<file path="src/rtl/seven_seg_scan_pkg.sv">
// ============================================================================
// Module  : seven_seg_scan_pkg
// Brief   : Shared segment codes and sizing constants for the 4-digit scanner.
// Revision: 1.0
// ============================================================================
`default_nettype none

package seven_seg_scan_pkg;

    localparam int c_REFRESH_DIV_DEF = 100000;
    localparam int c_IDX_W           = 2;

    // Active-low, bit order g,f,e,d,c,b,a
    localparam logic [6:0] c_SEG_0     = 7'h40;
    localparam logic [6:0] c_SEG_1     = 7'h79;
    localparam logic [6:0] c_SEG_2     = 7'h24;
    localparam logic [6:0] c_SEG_3     = 7'h30;
    localparam logic [6:0] c_SEG_4     = 7'h19;
    localparam logic [6:0] c_SEG_5     = 7'h12;
    localparam logic [6:0] c_SEG_6     = 7'h02;
    localparam logic [6:0] c_SEG_7     = 7'h78;
    localparam logic [6:0] c_SEG_8     = 7'h00;
    localparam logic [6:0] c_SEG_9     = 7'h10;
    localparam logic [6:0] c_SEG_DASH  = 7'h3F;
    localparam logic [6:0] c_SEG_BLANK = 7'h7F;

endpackage

`default_nettype wire

</file>
<file path="src/rtl/seven_seg_scan_bcd_to_7seg.sv">
// ============================================================================
// Module  : bcd_to_7seg
// Brief   : Combinational BCD to active-low 7-segment decode; 10..15 show a dash.
// Revision: 1.0
// ============================================================================
`default_nettype none

module bcd_to_7seg
    import seven_seg_scan_pkg::*;
(
    input  logic [3:0] code_i,
    output logic [6:0] seg_o
);

    always_comb begin
        seg_o = c_SEG_DASH;
        case (code_i)
            4'd0:    seg_o = c_SEG_0;
            4'd1:    seg_o = c_SEG_1;
            4'd2:    seg_o = c_SEG_2;
            4'd3:    seg_o = c_SEG_3;
            4'd4:    seg_o = c_SEG_4;
            4'd5:    seg_o = c_SEG_5;
            4'd6:    seg_o = c_SEG_6;
            4'd7:    seg_o = c_SEG_7;
            4'd8:    seg_o = c_SEG_8;
            4'd9:    seg_o = c_SEG_9;
            default: seg_o = c_SEG_DASH;
        endcase
    end

endmodule

`default_nettype wire

</file>
<file path="src/rtl/seven_seg_scan.sv">
// ============================================================================
// Module  : seven_seg_scan
// Brief   : Time-multiplexed 4-digit 7-segment driver with leading-zero blanking.
// Revision: 1.0
// ============================================================================
`default_nettype none

module seven_seg_scan
    import seven_seg_scan_pkg::*;
#(
    parameter int REFRESH_DIV = c_REFRESH_DIV_DEF
) (
    input  logic       clk,
    input  logic       rst_n,
    input  logic [3:0] thos,
    input  logic [3:0] hund,
    input  logic [3:0] tens,
    input  logic [3:0] ones,
    input  logic       enable,
    input  logic       blank_lz,
    input  logic [3:0] dp_en,
    output logic [3:0] an,
    output logic [6:0] seg,
    output logic       dp
);

    localparam int PW = $clog2(REFRESH_DIV);

    logic [PW-1:0]        cnt_q;
    logic [c_IDX_W-1:0]   idx_q;
    logic [3:0][3:0]      snap_q;
    logic [3:0]           an_q,  an_d;
    logic [6:0]           seg_q, seg_d;
    logic                 dp_q,  dp_d;
    logic                 tick;
    logic                 lz;
    logic [6:0]           dec_seg;

    assign tick = (cnt_q == PW'(REFRESH_DIV - 1));

    bcd_to_7seg u_dec (
        .code_i (snap_q[idx_q]),
        .seg_o  (dec_seg)
    );

    // A digit is a leading zero when it and every more-significant digit are 0.
    always_comb begin
        lz = 1'b0;
        case (idx_q)
            2'd3:    lz = (snap_q[3] == 4'd0);
            2'd2:    lz = (snap_q[3] == 4'd0) && (snap_q[2] == 4'd0);
            2'd1:    lz = (snap_q[3] == 4'd0) && (snap_q[2] == 4'd0) && (snap_q[1] == 4'd0);
            default: lz = 1'b0;
        endcase
    end

    always_comb begin
        an_d  = 4'hF;
        seg_d = c_SEG_BLANK;
        dp_d  = 1'b1;
        if (enable) begin
            an_d  = ~(4'b0001 << idx_q);
            seg_d = (blank_lz && lz) ? c_SEG_BLANK : dec_seg;
            dp_d  = ~dp_en[idx_q];
        end
    end

    always_ff @(posedge clk or negedge rst_n) begin
        if (!rst_n) begin
            cnt_q  <= '0;
            idx_q  <= '0;
            snap_q <= '0;
            an_q   <= 4'hF;
            seg_q  <= c_SEG_BLANK;
            dp_q   <= 1'b1;
        end else begin
            an_q  <= an_d;
            seg_q <= seg_d;
            dp_q  <= dp_d;
            if (tick) begin
                cnt_q <= '0;
                idx_q <= idx_q + c_IDX_W'(1);
                if (idx_q == 2'd3) begin
                    snap_q <= {thos, hund, tens, ones};
                end
            end else begin
                cnt_q <= cnt_q + PW'(1);
            end
        end
    end

    assign an  = an_q;
    assign seg = seg_q;
    assign dp  = dp_q;

endmodule

`default_nettype wire

</file>
<file path="config.mk">
export PLATFORM = sky130hd
export DESIGN_NAME = seven_seg_scan
export DESIGN_NICKNAME = d
export VERILOG_FILES = /design/src/rtl/seven_seg_scan_pkg.sv /design/src/rtl/seven_seg_scan_bcd_to_7seg.sv /design/src/rtl/seven_seg_scan.sv
export SDC_FILE = /design/constraint.sdc
export NUM_CORES = 1
export LEC_CHECK = 0
export ABC_AREA = 1
export BUFFER_PORTS_ARGS = -buffer_cell sky130_fd_sc_hd__buf_2
export CAP_MARGIN = 20
export CORE_ASPECT_RATIO = 1.5
export CORE_MARGIN = 10
export CORE_UTILIZATION = 61
export CTS_CLUSTER_DIAMETER = 120
export DETAILED_ROUTE_END_ITERATION = 16
export PLACE_DENSITY = 0.89
export SLEW_MARGIN = 15
export SYNTH_ARGS = -nofsm -noshare
export SYNTH_HDL_FRONTEND = slang
export SYNTH_SLANG_ARGS = --single-unit
</file>
<file path="constraint.sdc">
create_clock -name clk -period 3.9 [get_ports clk]
set_input_delay 0.78 -clock clk [delete_from_list [all_inputs] [get_ports clk]]
set_output_delay 0.78 -clock clk [all_outputs]
set_load 0.01 [all_outputs]
</file>
==> out/summary.md <==
* 0 — count of hold buffers inserted by post-cts repair
* 0 — post-cts resize count
* 300 ps — worst skew pair latency
* 2 — H-tree depth
* nand3_1 — Top cell by count, worst path
* 305 — Syn Inst Count
* 0 — setup repair bufs after CTS
* 1930 ps — slack of the worst reg-to-reg path
* inv_1 > nand2_1 > nand3_1 > nand2_1 > ha_1 > nand3_1 > nand3_1 > nand4_1 — Critical Path, Cell by Cell
* 7070 um2 — Die ar.
* 70.6% — end-of-flow core utilization
* 8.13 um2 — synthesized area per cell
* 449 ps — worst slew pin tran
* dfrtp_1 — Slowest cell on crit path
* 4190 um — DP HPWL
* 0 — number of slew-limit violations in the final report
* 36 — boundary pin count
* 1970 ps — Min Clock Period, post-route
* 520 ps — Critical Path Max Stage Delay
* 47 — number of register bits inferred by synthesis
* 0 — maxcap violations
* idx_q[0]$_DFFE_PN0N_ — FF-to-FF Start
* 0 — setup violation total in the final timing report
* 0.00130 uW — Leak
* 0.852 — final weighted congestion of routability-driven global placement
* false — setup repair after global routing missed its margin
* 47 — Sinks on Clock Net
* 372 ps — WHS
* 48.0% — proportion of synthesized chip area in sequential cells
* 2190 ps — arrival time worst endpoint
* clkbuf_8 — clock root buffer
* 70.0% — Slew headroom
* 2090 — detailed-route via count
* 14.0 um — wire per inst
* 322 — count of fill cells added during filler insertion
* 121 — DR iter-0 viols
* 5.39 — ratio of routed vias to standard cells
* 8 — r2r worst-path depth
* 63.2% — initial core utilization
* flip-flop — kind of launch point of the worst setup path
* 2660 um2 — dpl cell area
* 291 nW/um2 — Power Dens Cells
* 9420 um — wire length of the first global-routing pass
* 20.2% — share of final-layout standard cells stronger than drive strength 1
* 28 — row count
* 376 — number of nets in the layout
* 1 — antenna violations before repair
* built — clock tree from TritonCTS
* 8 — logic depth of the worst path, buffers included
* reg -> reg — kind of critical path
* 50.6% — fin crit share
* 4120 ps — Critical Path RT
* seg[3]$_DFF_PN1_ — capture instance of the worst register-to-register path
* 0.000301 V — peak ir drop on the vdd network
* 0 — total congestion overflow
* 0.507 GHz — Max Clk Rate
* 48 — maximum number of pins on one net before global-route repair
* 2 — worst-case clock buffer depth
* 2770 um2 — cell area after layout
* 5430 um — total detailed-routing wirelength
* 4 — first drt pass iteration count
* 98.1 um — floorplan die height
* 3920 um2 — area inside the core boundary
* in -> async — worst hold-check path type
* seg[3]$_DFF_PN1_ — termination of the worst setup path
* flip-flop — capturing element type of the critical path
* 0 — residual antenna-violating net count after detailed routing
* 5 — Num CTS Buffers
* 0 — DRC violation count after routing
* 2480 um2 — combined area of all synthesized cells
* 1 — CP bufs+invs
* 14 — critical-path maximum fanout
* 2150 — vias in the first global route
* finished, final reports clean — run status
* 27 — distinct cell type count after synthesis
* 35 — input/output buffers
* 0 ps — sum of negative setup slack
* 10.6 ps — worst-case clock skew
* 0 — Synth warnings
* idx_q[0]$_DFFE_PN0N_ — Setup crit start
* 340 — total nets after synthesis
* 72.1 um — Die Wd
* 95 x nand2_1, 37 x inv_1, 35 x dfrtp_1, 35 x buf_2, 25 x nand3_1 — most used cells in the layout excluding fill and tap cells
* 11.6% — Area growth, synth to finish
* 0 — Hold Violations, Final
* 16.0% — overall fraction of global-route tracks in use
* 90 ps — clock slew seen by the registers of the worst setup and hold paths
* simple AND/OR/NAND/NOR gates — Crit path max-delay family
* nand2_1 — most common library cell in the layout ignoring fill and taps
[final cells by class]
cell class / count / area [um2] / share of cell area [%]
repair buffers: 36 / 195 / 7.05
diodes: 1 / 2.50 / 0.0903
well taps: 45 / 56.3 / 2.03
clock inverters: 3 / 17.5 / 0.632
flip-flops and latches: 47 / 1190 / 43.0
inverters: 38 / 143 / 5.15
multi-input cells: 213 / 1100 / 39.6
clock buffers: 5 / 68.8 / 2.48
[flip-flops by register name, indices dropped and copies added, names as in the netlist]
register / cells
idx_q: 2
snap_q: 16
seg: 7
an: 4
cnt_q: 17
dp: 1
[cells in the mapped netlist]
cell type	count	share of area, %
o21ai_2	4	1.4
a21oi_1	2	0.40
nor2_1	23	3.5
nand2_1	95	14
nor2_2	4	1.0
xor2_1	8	2.8
buf_6	3	1.4
nand2_2	1	0.25
o21ai_0	12	2.4
xnor2_1	1	0.35
ha_1	11	5.5
nand4_1	13	3.3
o21bai_1	1	0.30
nand2_4	1	0.45
o21ai_1	5	1.0
inv_2	1	0.15
inv_1	37	5.6
nor3_1	3	0.60
dfrtp_1	35	35
buf_2	2	0.40
nor2_4	1	0.45
a21boi_0	1	0.30
clkbuf_1	2	0.30
o22ai_1	1	0.25
nand3_1	25	5.0
nand3_2	1	0.40
dfstp_2	12	13
[cell families after synthesis]
| group | synth area share [%] |
|---|---|
| compound gates | 6.10 |
| xor+xnor | 3.18 |
| fa+ha+maj | 5.55 |
| buf+inv | 7.82 |
| flops | 48.0 |
| simple gates | 29.3 |
[worst min path at each step]
stage,startpoint,cells after the start,to
floorplan,cnt_q[0]$_DFF_PN0_,1,cnt_q[0]$_DFF_PN0_
finish,rst_n,1,cnt_q[14]$_DFF_PN0_
detailed placement,cnt_q[0]$_DFF_PN0_,1,cnt_q[0]$_DFF_PN0_
global route,rst_n,1,cnt_q[14]$_DFF_PN0_
global placement,cnt_q[0]$_DFF_PN0_,1,cnt_q[0]$_DFF_PN0_
CTS,cnt_q[0]$_DFF_PN0_,1,cnt_q[0]$_DFF_PN0_
[metrics by stage]
step / total power (uW) / worst slack (ps) / instances
CTS: 810 / 1930 / 386
floorplan: 504 / 2370 / 305
finish: 806 / 1930 / 388
detailed placement: 527 / 1960 / 378
global placement: 526 / 2040 / 378
global route: 840 / 1660 / 387
[per-layer routing]
| layer | routed length [um] | track usage (%) |
|---|---|---|
| met5 | 0 | 0 |
| met4 | 197 | 7.62 |
| met3 | 230 | 3.65 |
| met2 | 2910 | 28.2 |
| met1 | 2090 | 17.3 |
[power breakdown]
part	total (uW)	internal (uW)	leakage, uW	switching [uW]
clock network	286	126	0.0000488	161
registers	491	490	0.000517	0.362
logic	28.7	11.9	0.000736	16.8
total	806	628	0.00130	178
No activity file was read; power rests on OpenSTA's default activity.
